[src/rtl/field_packer.sv]
// field_packer: packs variable-length fields MSB-first into WORD_W-bit words.
// Define PACKER_PARITY_EN to add the even-parity output out_par_o.
module field_packer #(
    parameter int WORD_W  = 8,
    parameter int FIELD_W = 4,
    parameter int LEN_W   = $clog2(FIELD_W + 1)
) (
    input  logic               clk_i,
    input  logic               rst_ni,
    input  logic               in_valid_i,
    output logic               in_ready_o,
    input  logic [FIELD_W-1:0] in_data_i,
    input  logic [LEN_W-1:0]   in_len_i,
    input  logic               in_flush_i,
    output logic               out_valid_o,
    input  logic               out_ready_i,
`ifdef PACKER_PARITY_EN
    output logic               out_par_o,
`endif
    output logic [WORD_W-1:0]  out_data_o
);
    localparam int AW = WORD_W + FIELD_W - 1;
    localparam int CW = $clog2(AW + 1);

    typedef enum logic {FILL, FLUSH} state_e;

    state_e        state_q;
    logic [AW-1:0] acc_q, acc_d, field;
    logic [CW-1:0] cnt_q, cnt_d, sh;
    logic          accept, emit;

    assign in_ready_o  = state_q == FILL && cnt_q < CW'(WORD_W);
    assign out_valid_o = cnt_q >= CW'(WORD_W) || (state_q == FLUSH && cnt_q != '0);
    assign out_data_o  = acc_q[AW-1 -: WORD_W];
`ifdef PACKER_PARITY_EN
    assign out_par_o   = ^out_data_o;
`endif
    assign accept = in_valid_i && in_ready_o;
    assign emit   = out_valid_o && out_ready_i;
    // masking drops bits above in_len; the shift lands the field just below the cnt valid bits
    assign field  = AW'(in_data_i & ~({FIELD_W{1'b1}} << in_len_i));
    assign sh     = CW'(AW) - cnt_q - CW'(in_len_i);

    always_comb begin
        acc_d = accept ? acc_q | (field << sh) : emit ? acc_q << WORD_W : acc_q;
        cnt_d = accept ? cnt_q + CW'(in_len_i)
              : emit ? (cnt_q >= CW'(WORD_W) ? cnt_q - CW'(WORD_W) : '0) : cnt_q;
    end

    always_ff @(posedge clk_i or negedge rst_ni) begin
        if (!rst_ni) begin
            state_q <= FILL;
            acc_q   <= '0;
            cnt_q   <= '0;
        end else begin
            acc_q <= acc_d;
            cnt_q <= cnt_d;
            if (accept && in_flush_i)
                state_q <= FLUSH;
            else if (state_q == FLUSH && cnt_q == '0)
                state_q <= FILL;
        end
    end
endmodule
[config.mk]
export PLATFORM = sky130hd
export DESIGN_NAME = field_packer
export DESIGN_NICKNAME = d
export VERILOG_FILES = /design/src/rtl/field_packer.sv
export SDC_FILE = /design/constraint.sdc
export NUM_CORES = 1
export LEC_CHECK = 0
export CAP_MARGIN = 25
export CELL_PAD_IN_SITES_DETAIL_PLACEMENT = 0
export CELL_PAD_IN_SITES_GLOBAL_PLACEMENT = 1
export CORE_MARGIN = 2
export CORE_UTILIZATION = 35
export CTS_BUF_LIST = sky130_fd_sc_hd__clkbuf_16
export DETAILED_ROUTE_END_ITERATION = 10
export PLACE_DENSITY = 0.78
export SETUP_SLACK_MARGIN = 0.02
export SLEW_MARGIN = 20
export SYNTH_ARGS = -nofsm -noshare
export SYNTH_HDL_FRONTEND = slang
export SYNTH_SLANG_ARGS = --single-unit
[constraint.sdc]
create_clock -name clk_i -period 2.2 [get_ports clk_i]
set_input_delay 0.44 -clock clk_i [delete_from_list [all_inputs] [get_ports clk_i]]
set_output_delay 0.44 -clock clk_i [all_outputs]
set_load 0.01 [all_outputs]
==> report_table.html <==
<table>
<tr><th>Metric</th><th>Value</th></tr>
<tr><th colspan="2">Run status</th></tr>
<tr><td>Result of the run</td><td>finished clean</td></tr>
<tr><th colspan="2">Pwr</th></tr>
<tr><td>Leakage power of the design</td><td>0.731 nW</td></tr>
<tr><td>Peak ir drop on the vdd network</td><td>0.732 mV</td></tr>
<tr><td>Total power divided by cell area</td><td>1540 mW/mm2</td></tr>
<tr><th colspan="2">Hold path</th></tr>
<tr><td>Number of cells on the worst hold path</td><td>2</td></tr>
<tr><td>Worst min-delay path category</td><td>reg -&gt; reg</td></tr>
<tr><th colspan="2">Worst setup path</th></tr>
<tr><td>Depth of the most critical reg-to-reg path</td><td>9</td></tr>
<tr><td>Largest delay share family, worst path</td><td>adder cells</td></tr>
<tr><td>Cell type with the highest occurrence count on the critical path</td><td>sky130_fd_sc_hd__inv_2</td></tr>
<tr><td>Peak per-stage delay on the critical path</td><td>0.39 ns</td></tr>
<tr><td>Logic depth of the worst path, buffers included</td><td>9</td></tr>
<tr><td>Buffers and inverters on the worst path</td><td>2</td></tr>
<tr><td>Arrival time at the worst endpoint</td><td>2.28 ns</td></tr>
<tr><td>Worst setup path class</td><td>reg -&gt; reg</td></tr>
<tr><td>Peak fanout along the critical path</td><td>3</td></tr>
<tr><td>Kind of start point of the critical path</td><td>register</td></tr>
<tr><td>Required time of the critical path</td><td>2.35 ns</td></tr>
<tr><td>Cell with the largest stage delay on the worst path</td><td>sky130_fd_sc_hd__dfrtp_1</td></tr>
<tr><td>Endpoint class of the critical path</td><td>register</td></tr>
<tr><td>Critical-path cell list</td><td>ha_2, inv_2, ha_4, inv_2, fa_2, xor2_2, xnor2_2, a311oi_2, a221oi_2</td></tr>
<tr><th colspan="2">Floorplan</th></tr>
<tr><td>Total core area</td><td>0.00328 mm2</td></tr>
<tr><td>Boundary pin count</td><td>22</td></tr>
<tr><td>Die Width</td><td>61.9 um</td></tr>
<tr><td>Vert. Die Dim</td><td>61.9 um</td></tr>
<tr><td>Std-Cell Rows</td><td>21</td></tr>
<tr><td>Effective utilization at floorplan</td><td>35.8%</td></tr>
<tr><td>Overall die area</td><td>0.00384 mm2</td></tr>
<tr><th colspan="2">Synth</th></tr>
<tr><td>Proportion of synthesized chip area in sequential cells</td><td>34.1%</td></tr>
<tr><td>Post-Syn Nets</td><td>148</td></tr>
<tr><td>Most used standard cells in the synthesized netlist</td><td>sky130_fd_sc_hd__dfrtp_1 (16), sky130_fd_sc_hd__nand2_1 (15), sky130_fd_sc_hd__inv_1 (11)</td></tr>
<tr><td>Number of distinct standard cells referenced by the synthesized netlist</td><td>40</td></tr>
<tr><td>Cell area after technology mapping</td><td>0.00117 mm2</td></tr>
<tr><td>Number of enable flip-flop cells after synthesis</td><td>0</td></tr>
<tr><td>Top FF cell, synth</td><td>sky130_fd_sc_hd__dfrtp_1</td></tr>
<tr><td>Post-Syn Area per Cell</td><td>9.18 um2</td></tr>
<tr><td>Cell taking the most area after synthesis</td><td>sky130_fd_sc_hd__dfrtp_1</td></tr>
<tr><td>Async S/R FF share, synth</td><td>100%</td></tr>
<tr><td>Post-synthesis cell count</td><td>128</td></tr>
<tr><td>Seq cells post-synth</td><td>16</td></tr>
<tr><td>Total of warnings raised by yosys</td><td>0</td></tr>
<tr><td>Most frequently used cell type in the post-synthesis netlist</td><td>sky130_fd_sc_hd__dfrtp_1</td></tr>
<tr><td>Synth top area cells</td><td>sky130_fd_sc_hd__dfrtp_1 (34%), sky130_fd_sc_hd__ha_1 (6.4%), sky130_fd_sc_hd__buf_4 (5.8%)</td></tr>
<tr><td>Yosys top cell area share</td><td>34.1%</td></tr>
<tr><th colspan="2">Layout</th></tr>
<tr><td>Sequential standard cell area</td><td>400 um2</td></tr>
<tr><td>Area taken by multi-input logic gates</td><td>726 um2</td></tr>
<tr><td>Final core area utilization</td><td>51.7%</td></tr>
<tr><td># nets final</td><td>185</td></tr>
<tr><td>Final-layout fill cell count</td><td>305</td></tr>
<tr><td>Area growth, synth to finish</td><td>44.6%</td></tr>
<tr><td>Number of antenna repair diodes</td><td>0</td></tr>
<tr><td>Proportion of layout cells with a drive suffix above 1</td><td>30.5%</td></tr>
<tr><th colspan="2">Timing</th></tr>
<tr><td>Shortest clock period the worst path allows after layout</td><td>2.13 ns</td></tr>
<tr><td>Hold Violations, Final</td><td>0</td></tr>
<tr><td>Relative slew slack</td><td>73.5%</td></tr>
<tr><td>RSZ-0062 raised after global routing</td><td>true</td></tr>
<tr><td>Transition time of the tightest slew-check pin</td><td>0.394 ns</td></tr>
<tr><td>Final Hold Slack</td><td>0.483 ns</td></tr>
<tr><td>Final critical-path share of the clock period</td><td>96.6%</td></tr>
<tr><td>Total setup violations reported at the end of the flow</td><td>0</td></tr>
<tr><td>Timing-limited maximum frequency</td><td>471 MHz</td></tr>
<tr><td>Count of final max-slew check failures</td><td>0</td></tr>
<tr><td>Clock skew</td><td>0.00183 ns</td></tr>
<tr><th colspan="2">Routing</th></tr>
<tr><td>Total via count in the routed design</td><td>1022</td></tr>
<tr><td>Total routed wirelength</td><td>2700 um</td></tr>
<tr><td>Detailed-routing iteration count for the pre-antenna-repair pass</td><td>4</td></tr>
<tr><td>Number of DRC markers in iteration 0</td><td>39</td></tr>
<tr><td>Post-DR wirelength/cell</td><td>12.8 um</td></tr>
<tr><td>Drt drc</td><td>0</td></tr>
<tr><td>Via density per instance</td><td>4.87</td></tr>
<tr><td>Residual antenna-violating net count after detailed routing</td><td>0</td></tr>
<tr><th colspan="2">Clock tree</th></tr>
<tr><td>CTS tree</td><td>done</td></tr>
<tr><td>Clock transition at the registers of the reported paths</td><td>0.05 ns</td></tr>
<tr><td>Cell at the root of the clock tree</td><td>sky130_fd_sc_hd__clkbuf_16</td></tr>
<tr><td>Number of clock buffers inserted by TritonCTS</td><td>3</td></tr>
<tr><td>Sinks on the clock net</td><td>16</td></tr>
<tr><td>Clock latency on the worst-skew pair</td><td>0.24 ns</td></tr>
<tr><td>Largest buffer count on any clock path</td><td>2</td></tr>
<tr><td>Count of hold buffers inserted by post-cts repair</td><td>0</td></tr>
<tr><td>Number of H-tree levels</td><td>1</td></tr>
<tr><th colspan="2">Placed design</th></tr>
<tr><td># port buffers</td><td>21</td></tr>
<tr><td>Estimated wirelength of the detail-placed design</td><td>2140 um</td></tr>
<tr><td>Routability cong.</td><td>0.804</td></tr>
<tr><th colspan="2">GRT</th></tr>
<tr><td>Total global-route track usage</td><td>16.7%</td></tr>
<tr><td>Global-route wire length before repair</td><td>4600 um</td></tr>
<tr><td>Vias in the first global route</td><td>1023</td></tr>
<tr><td>Maximum number of pins on one net before global-route repair</td><td>17</td></tr>
<tr><td>Number of antenna violations at the first check in global routing</td><td>0</td></tr>
<tr><td>Remaining global-route overflow</td><td>0</td></tr>
<tr><th colspan="2">Flow run</th></tr>
<tr><td>Max_cap viols</td><td>0</td></tr>
</table>
-- tightest hold or removal path, cell delays in order (launching register included) --
cell                      delay, ns
sky130_fd_sc_hd__dfrtp_1       0.34
sky130_fd_sc_hd__nand2_1       0.05
sky130_fd_sc_hd__o21ai_1       0.06
-- cell type report --
| cell class | instances | share of cell area, % |
|---|---|---|
| Clock buffer | 3 | 4.42 |
| Clock inverter | 1 | 0.221 |
| Inverter | 11 | 3.17 |
| Multi-Input combinational cell | 88 | 42.7 |
| Sequential cell | 16 | 23.6 |
| Tap cell | 46 | 3.39 |
| Timing Repair Buffer | 45 | 22.5 |
-- per-layer routing --
layer / track usage (%) / routed length (um) / vias to the layer above
met5: 0 / 0 / -
met4: 4.86 / 28 / 0
met3: 4.35 / 65 / 5
met2: 30.1 / 1440 / 13
met1: 19.3 / 1160 / 488
li1: - / - / 516
-- cell families after synthesis --
family	share of synthesized area [%]
buffers and inverters	11.4
multiplexers	2.56
flip-flops	34.1
AO/OA/AOI/OAI	20.8
XOR/XNOR	3.52
adder cells (fa/ha/maj)	9.80
AND/OR/NAND/NOR	17.9
-- path summary, 6_finish.rpt --
check / start / slack (ns) / end
setup / recovery: cnt_q[0]$_DFFE_PN0P_ / 0.07 / acc_q[8]$_DFFE_PN0P_
hold / removal: acc_q[5]$_DFFE_PN0P_ / 0.48 / acc_q[5]$_DFFE_PN0P_
setup reg to reg: cnt_q[0]$_DFFE_PN0P_ / 0.07 / acc_q[8]$_DFFE_PN0P_
hold reg to reg: acc_q[5]$_DFFE_PN0P_ / 0.48 / acc_q[5]$_DFFE_PN0P_
max in group asynchronous: rst_ni / 1.49 / cnt_q[3]$_DFFE_PN0P_
min in group asynchronous: rst_ni / 0.52 / acc_q[4]$_DFFE_PN0P_
-- what timing repair did --
| action | in CTS | in global routing |
|---|---|---|
| cloned | 0 | 0 |
| buffers inserted | 0 | 1 |
| setup endpoints to repair | 12 | 6 |
| gates resized for setup | 15 | 3 |
| pin swaps | 7 | 3 |
-- sequential cells by signal (all words and copies together), names as in the netlist --
signal and flops:
acc_q 11, state_q 1, cnt_q 4
-- power breakdown --
part | internal [mW] | total (mW) | switching [mW]
Sequential | 0.423 | 0.544 | 0.121
Clock | 0.241 | 0.349 | 0.108
Combinational | 0.889 | 1.73 | 0.841
-- cells in the final DEF, fill, tap and decap left out, drive strengths merged, types with 2 or more instances in the layout --
cell type / instances
nor3: 2
and2: 2
xor2: 2
nor2: 9
nand2: 15
o21ai: 10
o22ai: 3
o31ai: 2
clkdlybuf4s50: 17
a311oi: 2
dlygate4sd2: 2
a21o: 2
buf: 25
ha: 6
inv: 11
mux2i: 3
a31oi: 3
fa: 2
a21oi: 6
nand2b: 2
clkbuf: 3
or3: 2
nand3: 2
a32o: 3
dfrtp: 16
-- metrics by stage --
stage	setup TNS, ns	setup slack [ns]	power [mW]	std cells	area (um2)
final	0	0.0748	2.62	210	1700
after global placement	-6.69	-0.696	2.15	205	1570
after CTS	0	0.0200	2.61	209	1680
after global routing	-0.0841	-0.0438	2.86	210	1700
after floorplan	0	0.00903	1.59	128	1220
after detailed placement	-6.99	-0.743	2.19	205	1570
(Power assumes the default switching activity.)
